[src/rtl/sar_search_if.sv]
// Handshake and comparator bus between a successive-approximation search engine
// and its requester/comparator side.
interface sar_search_if #(
  parameter int unsigned WIDTH = 8
);
  logic             start;
  logic             cmp_lt;
  logic             cmp_eq;
  logic             cmp_gt;
  logic [WIDTH-1:0] guess;
  logic             busy;
  logic             done;
  logic [WIDTH-1:0] result;
  logic             found;
  logic             error;

  modport master (
    output start, cmp_lt, cmp_eq, cmp_gt,
    input  guess, busy, done, result, found, error
  );

  modport slave (
    input  start, cmp_lt, cmp_eq, cmp_gt,
    output guess, busy, done, result, found, error
  );
endinterface

[src/rtl/sar_search.sv]
// Successive-approximation search: drives trial values to an external combinational
// comparator and narrows in on the target one bit per cycle, stopping early on equality.
module sar_search #(
  parameter int unsigned WIDTH = 8
) (
  input logic         clk,
  input logic         reset,
  sar_search_if.slave bus
);

  typedef enum logic [1:0] {
    IDLE  = 2'd0,
    TRIAL = 2'd1,
    DONE  = 2'd2
  } state_t;

  localparam logic [WIDTH-1:0] MaskTop = {1'b1, {(WIDTH-1){1'b0}}};

  state_t           stateQ, stateD;
  logic [WIDTH-1:0] maskQ, maskD;
  logic [WIDTH-1:0] resultQ, resultD;
  logic             foundQ, foundD;
  logic             errorQ, errorD;

  logic [WIDTH-1:0] trialGuess;
  logic [WIDTH-1:0] guessC;
  logic             busyC;
  logic             doneC;
  logic [2:0]       flags;

  // Result bits and the trial bit never overlap, so OR forms the next candidate.
  assign trialGuess = resultQ | maskQ;
  assign flags      = {bus.cmp_lt, bus.cmp_eq, bus.cmp_gt};

  always_ff @(posedge clk or posedge reset) begin
    if (reset) begin
      stateQ  <= IDLE;
      maskQ   <= '0;
      resultQ <= '0;
      foundQ  <= 1'b0;
      errorQ  <= 1'b0;
    end else begin
      stateQ  <= stateD;
      maskQ   <= maskD;
      resultQ <= resultD;
      foundQ  <= foundD;
      errorQ  <= errorD;
    end
  end

  always_comb begin
    stateD  = stateQ;
    maskD   = maskQ;
    resultD = resultQ;
    foundD  = foundQ;
    errorD  = errorQ;
    guessC  = resultQ;
    busyC   = 1'b0;
    doneC   = 1'b0;

    case (stateQ)
      IDLE: begin
        if (bus.start) begin
          resultD = '0;
          maskD   = MaskTop;
          foundD  = 1'b0;
          errorD  = 1'b0;
          stateD  = TRIAL;
        end
      end

      TRIAL: begin
        busyC  = 1'b1;
        guessC = trialGuess;
        // Anything other than exactly one flag means the comparator cannot be trusted.
        case (flags)
          3'b010: begin
            resultD = trialGuess;
            foundD  = 1'b1;
            stateD  = DONE;
          end
          3'b100, 3'b001: begin
            if (flags[2]) begin
              resultD = trialGuess;
            end
            if (maskQ[0]) begin
              stateD = DONE;
            end else begin
              maskD = maskQ >> 1;
            end
          end
          default: begin
            errorD = 1'b1;
            stateD = DONE;
          end
        endcase
      end

      DONE: begin
        doneC  = 1'b1;
        stateD = IDLE;
      end

      default: begin
        stateD = IDLE;
      end
    endcase
  end

  assign bus.guess  = guessC;
  assign bus.busy   = busyC;
  assign bus.done   = doneC;
  assign bus.result = resultQ;
  assign bus.found  = foundQ;
  assign bus.error  = errorQ;

endmodule

[src/flat_wrapper.sv]
// flat-port wrapper written by rule: the top's interface ports become plain ports
module sar_search_flat 
#(
  parameter int unsigned WIDTH = 8
)
  (clk, reset, bus_start, bus_cmp_lt, bus_cmp_eq, bus_cmp_gt, bus_guess, bus_busy, bus_done, bus_result, bus_found, bus_error);
  sar_search_if #(.WIDTH(WIDTH)) bus_i ();
  input logic clk;
  input logic reset;
  input wire logic [$bits(bus_i.start)-1:0] bus_start;
  input wire logic [$bits(bus_i.cmp_lt)-1:0] bus_cmp_lt;
  input wire logic [$bits(bus_i.cmp_eq)-1:0] bus_cmp_eq;
  input wire logic [$bits(bus_i.cmp_gt)-1:0] bus_cmp_gt;
  output wire logic [$bits(bus_i.guess)-1:0] bus_guess;
  output wire logic [$bits(bus_i.busy)-1:0] bus_busy;
  output wire logic [$bits(bus_i.done)-1:0] bus_done;
  output wire logic [$bits(bus_i.result)-1:0] bus_result;
  output wire logic [$bits(bus_i.found)-1:0] bus_found;
  output wire logic [$bits(bus_i.error)-1:0] bus_error;
  assign bus_i.start = bus_start;
  assign bus_i.cmp_lt = bus_cmp_lt;
  assign bus_i.cmp_eq = bus_cmp_eq;
  assign bus_i.cmp_gt = bus_cmp_gt;
  assign bus_guess = bus_i.guess;
  assign bus_busy = bus_i.busy;
  assign bus_done = bus_i.done;
  assign bus_result = bus_i.result;
  assign bus_found = bus_i.found;
  assign bus_error = bus_i.error;
  sar_search #(.WIDTH(WIDTH)) u_core (.clk(clk), .reset(reset), .bus(bus_i));
endmodule
[config.mk]
export PLATFORM = sky130hd
export DESIGN_NAME = sar_search_flat
export DESIGN_NICKNAME = d
export VERILOG_FILES = /design/src/rtl/sar_search_if.sv /design/src/rtl/sar_search.sv /design/src/flat_wrapper.sv
export SDC_FILE = /design/constraint.sdc
export NUM_CORES = 1
export LEC_CHECK = 0
export ABC_CLOCK_PERIOD_IN_PS = 2190
export CAP_MARGIN = 20
export CORE_MARGIN = 5
export CORE_UTILIZATION = 40
export DETAILED_ROUTE_END_ITERATION = 10
export PLACE_DENSITY = 0.69
export SLEW_MARGIN = 10
export SYNTH_ARGS = -nofsm -noshare
export SYNTH_HDL_FRONTEND = slang
export SYNTH_SLANG_ARGS = --single-unit
[constraint.sdc]
create_clock -name clk -period 2.19 [get_ports clk]
set_clock_uncertainty 0.1 [all_clocks]
set_input_delay 0.438 -clock clk [delete_from_list [all_inputs] [get_ports clk]]
set_output_delay 0.438 -clock clk [all_outputs]
set_load 0.02 [all_outputs]
# Yosys cells after proc, flatten, opt, wreduce, memory -nomap -nowiden
# Index checks and enable logic that the tools add are counted.
# totals
register_bits,20
latch_bits,0
ramBits,0
romBits,0
elab_cells,50
mem_count,0
# op_classes
addsub,0
mul,0
div,0
n_lt_le_gt_ge,0
n_eq_ne,13
n_shift,0
n_mux,20
n_bitwise,1
n_reduce_logical,10
# ops
cell,count
two-way mux 8 bit,6
case mux 8 bit (2 select lines),3
AND reduction 3 bit,3
"inequality test 2 bit, second input constant",4
OR 8 bit,1
AND reduction 4 bit,2
two-way mux 2 bit,3
"inequality test 3 x 2 -> 1 bit, second input constant",2
two-way mux 1 bit,5
case mux 1 bit (2 select lines),2
case mux 2 bit (2 select lines),1
"== test 3 x 1 -> 1 bit, second input constant",1
"== test 3 x 2 -> 1 bit, second input constant",1
"== test 3 bit, second input constant",1
"inequality test 3 bit, second input constant",1
OR reduction 3 bit,1
"== test 2 x 1 -> 1 bit, second input constant",1
"== test 2 bit, second input constant",1
logical NOT 2 bit,1
"inequality test 2 x 1 -> 1 bit, second input constant",1
AND reduction 2 bit,1
nonzero test 2 bit,1
OR reduction 2 bit,1

# Longest topological paths before layout
# Gate-level depths: netlist of run 1.
# depth
ltp_word,4
ltp_mapped,5
ltp_nobuf,4

# Worst setup path after synthesis of run 1
# Ideal clock, no wire load.
# synth_path
path_kind,register to output
from,reg u_core.stateQ[1]
to,out bus_guess[0]
arrival_ps,1118
t_required_ps,1652
path_slack_ps,534
stages_incl_launch_ff,5
path_buffers,1
cell_sequence,dfrtp_1 nand2b_1 inv_1 buf_2 a21o_1
# synth_via
elab_chain_len,2
# synth_rtl
element,line,source
"start, declared",sar_search.sv:19,"state_t stateQ, stateD;"
"start signal, assigned",sar_search.sv:43,stateQ <= stateD;
== test 2 x 1 -> 1 bit,sar_search.sv:61,case (stateQ)
two-way mux 8 bit,sar_search.sv:61,
"end, declared",flat_wrapper.sv:14,output wire logic [$bits(bus_i.guess)-1:0] bus_guess;
# No other way between the ends.

# Worst setup path in the final report of run 1
# layout_path
from,reg u_core.stateQ[1]
to,out bus_guess[4]
# The elaborated chain is that of the path after synthesis.

==> summary.md, run 1 <==
| Metric | Value |
|---|---|
| Status | finished clean |
| Post-synth EDFFs | 0 |
| Vias | 688 |
| Worst slew pin tran | 0.586 ns |
| Clk sink count | 20 |
| Ports | 26 |
| Main flop type after synthesis | dfrtp_1 |
| DIE WIDTH | 57.5 um |
| CP endpoint kind | output port |
| DR pass1 iterations | 4 |
| Maximum clock frequency | 484 MHz |
| Initial core utilization | 41.2% |
| Average size of a mapped cell | 11.4 um^2 |
| Site Rows | 17 |
| Share of layout cells above drive strength 1 | 8.33% |
| CTS Buf Count | 3 |
| Global route overflow | 0 |
| Yosys cell types | 22 |
| Pwr dens | 806 mW/mm^2 |
| Lkg Pwr | 0.000677 uW |
| Root Buffer Master | clkbuf_4 |
| Area of the multi-input gates | 342 um^2 |
| Slew margin rel. | 60.7% |
| Required @ worst endpoint | 1.65 ns |
| Mapped Cells | 79 |
| Placed Area | 0.00120 mm^2 |
| Fin. Hold Viols | 0 |
| Top cell type's share of synthesized area | 55.4% |
| Post-Route WL | 1850 um |
| Drt drc | 0 |
| Clk_lat worst skew | 0.29 ns |
| Clock transition at the registers of the reported paths | 0.11 ns |
| Asr flop ratio synth | 100% |
| P&R area growth vs syn | 34.5% |
| Nets@finish | 116 |
| Crit Path Max Fanout | 12 |
| Final Core Density | 55.5% |
| Final min period | 2.07 ns |
| RD Place Congestion | 0.734 |
| Number of setup buffers added after CTS | 0 |
| CTS tree | built |
| Final instance area | 0.00121 mm^2 |
| Kind of critical path | reg2out |
| Seq cells post-synth | 20 |
| Post-synthesis sequential area ratio | 55.4% |
| Setup TNS | 0 ns |
| PortBufs | 25 |
| Fin crit share | 94.4% |
| Fillers | 206 |
| Reg area | 500 um^2 |
| Most frequent cells after synthesis | dfrtp_1 (20), inv_1 (9), nand2_1 (9) |
| Worst VDD drop | 0.444 mV |
| Mapped Nets | 85 |
| Tot Pwr | 980 uW |
| Vias per inst | 5.06 |
| H-tree depth | 1 |
| Diode count | 0 |
| RSZ-0062 raised after global routing | false |
| Vias in the first global route | 702 |
| Clk buf depth | 2 |
| Critical Path AT | 1.53 ns |
| Mapped Area | 903 um^2 |
| Main area contributors after synthesis | dfrtp_1 (55%), a22o_1 (7.8%), mux2i_1 (6.6%) |
| Total track usage | 12.5% |
| Hold-fix buffers, CTS | 0 |
| Die H | 57.5 um |
| Wire length per cell | 13.6 um |
| First-pass GRT wire length | 3260 um |
| Final Setup Violations | 0 |
| Max-slew violations | 0 |
| HPWL after detailed placement | 1300 um |
| Synth area leader | dfrtp_1 |
| Top-count cell post-synth | dfrtp_1 |
| Hold_ws | 0.354 ns |
| Core Footprint | 0.00219 mm^2 |
| CP startpoint kind | flop |
| Max-Cap Viols | 0 |
| Largest net degree at the start of global routing | 21 |
| HP Class | in2async |
| Initial DRC count | 10 |
| DIE AREA | 0.00331 mm^2 |
| ANT nets after route | 0 |
| Yosys warning count | 0 |
| Initial antenna violation count | 0 |
-- sequential cells by signal, indices dropped and copies added, names as in the netlist --
name               cells
u_core.bus.error       1
u_core.bus.found       1
u_core.bus.result      8
u_core.maskQ           8
u_core.stateQ          2
-- routing by layer --
metal  share of wire (%)  up-vias  track usage (%)  wire length (um)
met5                   0        -                0                 0
met4                 1.0        0             4.97                19
met3                 5.2        2             2.71                96
met2                  46       20             20.0               859
met1                  47      339             16.4               879
li1                    -      327                -                 -
-- per-stage QoR --
| step | setup slack [ns] | cells |
|---|---|---|
| final | 0.123 | 136 |
| after global routing | 0.0530 | 136 |
| after CTS | 0.104 | 136 |
| after detailed placement | 0.181 | 133 |
| after global placement | 0.214 | 133 |
| after floorplan | 0.534 | 79 |
-- kinds of logic after synthesis --
family / after synthesis / synth area share, %
xor+xnor: 2 / 1.94
compound gates: 22 / 19.1
buf+inv: 12 / 6.79
simple gates: 17 / 10.1
flops: 20 / 55.4
mux: 6 / 6.65
-- power by group --
part | leakage [uW] | internal, uW | switching (uW)
sequential | 0.000269 | 418 | 38.5
clock | 0.0000138 | 64.0 | 107
combinational | 0.000395 | 164 | 188
-- path summary, 6_finish.rpt --
kind	from	end	cells after the start	slack [ns]
min	reset	u_core.bus.result[7]$_DFFE_PP0P_	3	0.35
min in group clk	u_core.bus.found$_DFFE_PP0P_	u_core.bus.found$_DFFE_PP0P_	2	0.39
max in group asynchronous	reset	u_core.bus.found$_DFFE_PP0P_	3	1.43
max	u_core.stateQ[1]$_DFFE_PP0P_	bus_guess[4]	5	0.12
min reg2reg	u_core.bus.found$_DFFE_PP0P_	u_core.bus.found$_DFFE_PP0P_	2	0.39
max reg2reg	u_core.stateQ[1]$_DFFE_PP0P_	u_core.bus.result[1]$_DFFE_PP0P_	4	0.61
-- timing repair --
item / in CTS / in global routing
endpoints found under the hold margin: 0 / 0
resized for setup: 9 / 0
endpoints found under the setup margin: 9 / 0
-- layout by cell type, fill, tap and decap left out, drive strengths merged --
| master | synthesis | layout |
|---|---|---|
| xor2 | 1 | 1 |
| o21ai | 2 | 2 |
| nand2b | 2 | 2 |
| nor2 | 1 | 1 |
| a21oi | 1 | 1 |
| a21bo | 1 | 1 |
| mux2i | 6 | 6 |
| clkdlybuf4s50 | 0 | 16 |
| a21o | 8 | 8 |
| a32o | 1 | 1 |
| buf | 3 | 4 |
| nor3 | 1 | 1 |
| dfrtp | 20 | 20 |
| nand2 | 9 | 9 |
| dlygate4sd2 | 0 | 9 |
| o31ai | 1 | 1 |
| nor2b | 2 | 2 |
| clkbuf | 0 | 3 |
| inv | 9 | 9 |
| xnor2 | 1 | 1 |
| a22o | 8 | 8 |
| nand3 | 1 | 1 |
| or3b | 1 | 1 |
-- final cells by class --
cell class / instances / area share [%]
multi-input combinational: 47 / 28.1
sequential: 20 / 41.2
tap: 28 / 2.88
inverter: 9 / 2.78
clock buffer: 3 / 1.85
timing repair buffer: 29 / 23.2
-- worst max-delay path, stage by stage (launching register included) --
cell           delay (ns)
dfrtp_1              0.40
nand2b_1             0.16
inv_1                0.10
buf_12               0.13
a21o_1               0.11
dlygate4sd2_1        0.33
Power figures use the tool's default switching activity.
==> inputs of run 2 (changes only) <==
--- a/config.mk
+++ b/config.mk
@@ -5,7 +5,7 @@
 export SDC_FILE = /design/constraint.sdc
 export NUM_CORES = 1
 export LEC_CHECK = 0
-export ABC_CLOCK_PERIOD_IN_PS = 2190
+export ABC_CLOCK_PERIOD_IN_PS = 2600
 export CAP_MARGIN = 20
 export CORE_MARGIN = 5
 export CORE_UTILIZATION = 40
==> constraint.sdc (replaced) <==
create_clock -name clk -period 2.6 [get_ports clk]
set_clock_uncertainty 0.1 [all_clocks]
set_input_delay 0.52 -clock clk [delete_from_list [all_inputs] [get_ports clk]]
set_output_delay 0.52 -clock clk [all_outputs]
set_load 0.02 [all_outputs]
==> run 2 against run 1 <==
Compared with the run above: non-clock buffer count decreased by 4; critical path depth decreased by 1; largest power group unchanged; flip-flop and latch count unchanged; routed wire length decreased by 0.59%.
==> summary.md, run 2 (same netlist as run 1, synthesis figures left out) <==
| Metric | Value |
|---|---|
| Kind of critical path | reg2out |
| Vias | 665 (-3.3%) |
| Most frequent cells in the layout | clkdlybuf4s50_1 (25), dfrtp_1 (20), nand2_1 (9) |
| Ports | 26 (unchanged) |
| Global route overflow | 0 (unchanged) |
| Max-slew violations | 0 (unchanged) |
| Required @ worst endpoint | 1.98 ns (+0.33 ns) |
| Wire length per cell | 13.9 um (+1.6%) |
| Final min period | 2.48 ns |
| Metal2 WL | 890 um (+3.6%) |
| Nets@finish | 112 (-3.4%) |
| Setup TNS | 0 ns (unchanged) |
| Initial antenna violation count | 0 (unchanged) |
| RSZ-0062 raised after global routing | false |
| Clk_lat worst skew | 0.29 ns (about the same) |
| First-pass GRT wire length | 3070 um (-5.7%) |
| Commonest non-fill, non-tap cell in the layout | clkdlybuf4s50_1 |
| Core Footprint | 0.00219 mm^2 (unchanged) |
| DIE AREA | 0.00331 mm^2 (unchanged) |
| Pwr dens | 700 mW/mm^2 (-13%) |
| Lkg Pwr | 0.000622 uW (-8.3%) |
| Worst slew pin tran | 0.761 ns (+0.175 ns) |
| Largest net degree at the start of global routing | 21 (unchanged) |
| Root Buffer Master | clkbuf_4 |
| Top Metal Used | met4 |
| CP max stage cell | clkdlybuf4s50_1 |
| Status | finished clean |
| ANT nets after route | 0 (unchanged) |
| Final WS setup | 0.119 ns (-0.00478 ns) |
| Total track usage | 11.9% (-0.66 points) |
| Slew margin rel. | 49.2% (-12 points) |
| CP Capture Point | bus_guess[0] |
| Maximum clock frequency | 403 MHz |
| CP startpoint kind | flop |
| Critical Path AT | 1.86 ns (+0.33 ns) |
| Hold-fix buffers, CTS | 0 (unchanged) |
| Max-Cap Viols | 0 (unchanged) |
| DIE WIDTH | 57.5 um (unchanged) |
| HP Class | reg2reg |
| PortBufs | 25 (unchanged) |
| Final Setup Violations | 0 (unchanged) |
| Post-Route WL | 1840 um (-0.59%) |
| Max incr delay on CP | 0.59 ns (+0.19 ns) |
| Clk buf depth | 2 (unchanged) |
| Diode count | 0 (unchanged) |
| Worst VDD drop | 0.342 mV (-23%) |
| Site Rows | 17 (unchanged) |
| Initial DRC count | 12 (+2) |
| CTS tree | built |
| Cells on worst reg2reg path | 2 (-2) |
| Crit path cell chain | nand2b_1, inv_2, a21o_1, clkdlybuf4s50_1 |
| Die H | 57.5 um (unchanged) |
| Metal3 WL | 102 um (+6.3%) |
| Fin crit share | 95.4% |
| R2r setup slk | 1.02 ns (+0.41 ns) |
| Clk sink count | 20 (unchanged) |
| Pre-CTS WS | 0.326 ns (+0.144 ns) |
| Wl on met1 | 831 um (-5.5%) |
| Share of layout cells above drive strength 1 | 6.67% (-1.7 points) |
| RD Place Congestion | 0.715 (-2.6%) |
| Clock transition at the registers of the reported paths | 0.10 ns (about the same) |
| Fin. Hold Viols | 0 (unchanged) |
| P&R area growth vs syn | 32.5% |
| Initial core utilization | 41.2% (unchanged) |
| Worst r2r src | u_core.stateQ[1]$_DFFE_PP0P_ |
| Crit Path Max Fanout | 12 (unchanged) |
| Fillers | 203 (-1.5%) |
| Hold Crit Depth | 2 |
| Critical Path Start | u_core.stateQ[1]$_DFFE_PP0P_ |
| FF-to-FF End | u_core.bus.result[1]$_DFFE_PP0P_ |
| CP endpoint kind | output port |
| CTS Buf Count | 3 (unchanged) |
| Vias in the first global route | 666 (-5.1%) |
| DR pass1 iterations | 4 (unchanged) |
| Vias per inst | 5.00 (-1.2%) |
| H-tree depth | 1 (unchanged) |
| HPWL after detailed placement | 1290 um (-1.5%) |
| Drt drc | 0 (unchanged) |
-- run 2: cell type report --
class	instances	area, um^2	share of cell area [%]
inverters	9	33.8	2.82
well taps	28	35.0	2.93
clock buffers	4	36.3	3.03
repair buffers	25	250	20.9
flip-flops and latches	20	500	41.8
multi-input cells	47	342	28.5
-- run 2: where the power goes --
group	leakage, uW	internal, uW	total (uW)	switching (uW)
clock	0.0000210	85.3	176	90.7
combinational	0.000332	125	279	154
sequential	0.000269	352	384	31.5
-- run 2: metrics by stage --
step | std cells | hold WS, ns | power [uW] | area (um^2) | utilization, %
final | 133 | 0.401 | 839 | 1200 | 54.7
after floorplan | 79 | 0.384 | 564 | 903 | -
after global routing | 133 | 0.433 | 890 | 1200 | 54.7
after detailed placement | 129 | 0.381 | 672 | 1160 | 53.0
after CTS | 133 | 0.407 | 851 | 1200 | 54.7
after global placement | 129 | 0.364 | 668 | 1160 | 53.0
-- run 2: metal layers --
| metal | GRT usage (%) | up-vias |
|---|---|---|
| li1 | - | 321 |
| met1 | 15.4 | 324 |
| met2 | 18.9 | 18 |
| met3 | 2.71 | 2 |
| met4 | 4.97 | 0 |
| met5 | 0 | - |
-- run 2: how the worst min path moves through the flow --
stage	to	slack (ns)	startpoint
after floorplan	u_core.bus.error$_DFFE_PP0P_	0.38	reset
after CTS	u_core.bus.error$_DFFE_PP0P_	0.41	u_core.bus.error$_DFFE_PP0P_
final	u_core.bus.error$_DFFE_PP0P_	0.40	u_core.bus.error$_DFFE_PP0P_
after global routing	u_core.bus.error$_DFFE_PP0P_	0.43	u_core.bus.error$_DFFE_PP0P_
after detailed placement	u_core.bus.error$_DFFE_PP0P_	0.38	u_core.bus.error$_DFFE_PP0P_
after global placement	u_core.bus.found$_DFFE_PP0P_	0.36	u_core.bus.found$_DFFE_PP0P_
-- run 2: what timing repair did --
action	4_1_cts	5_1_grt
buffers inserted	0	0
resized for setup	1	0
setup endpoints to repair	8	0
-- run 2: critical path: cells and delay by family (launching register included) --
| family | cells | cell delay, ns |
|---|---|---|
| buf+inv | 2 | 0.80 |
| flops | 1 | 0.39 |
| simple gates | 1 | 0.21 |
| compound gates | 1 | 0.16 |
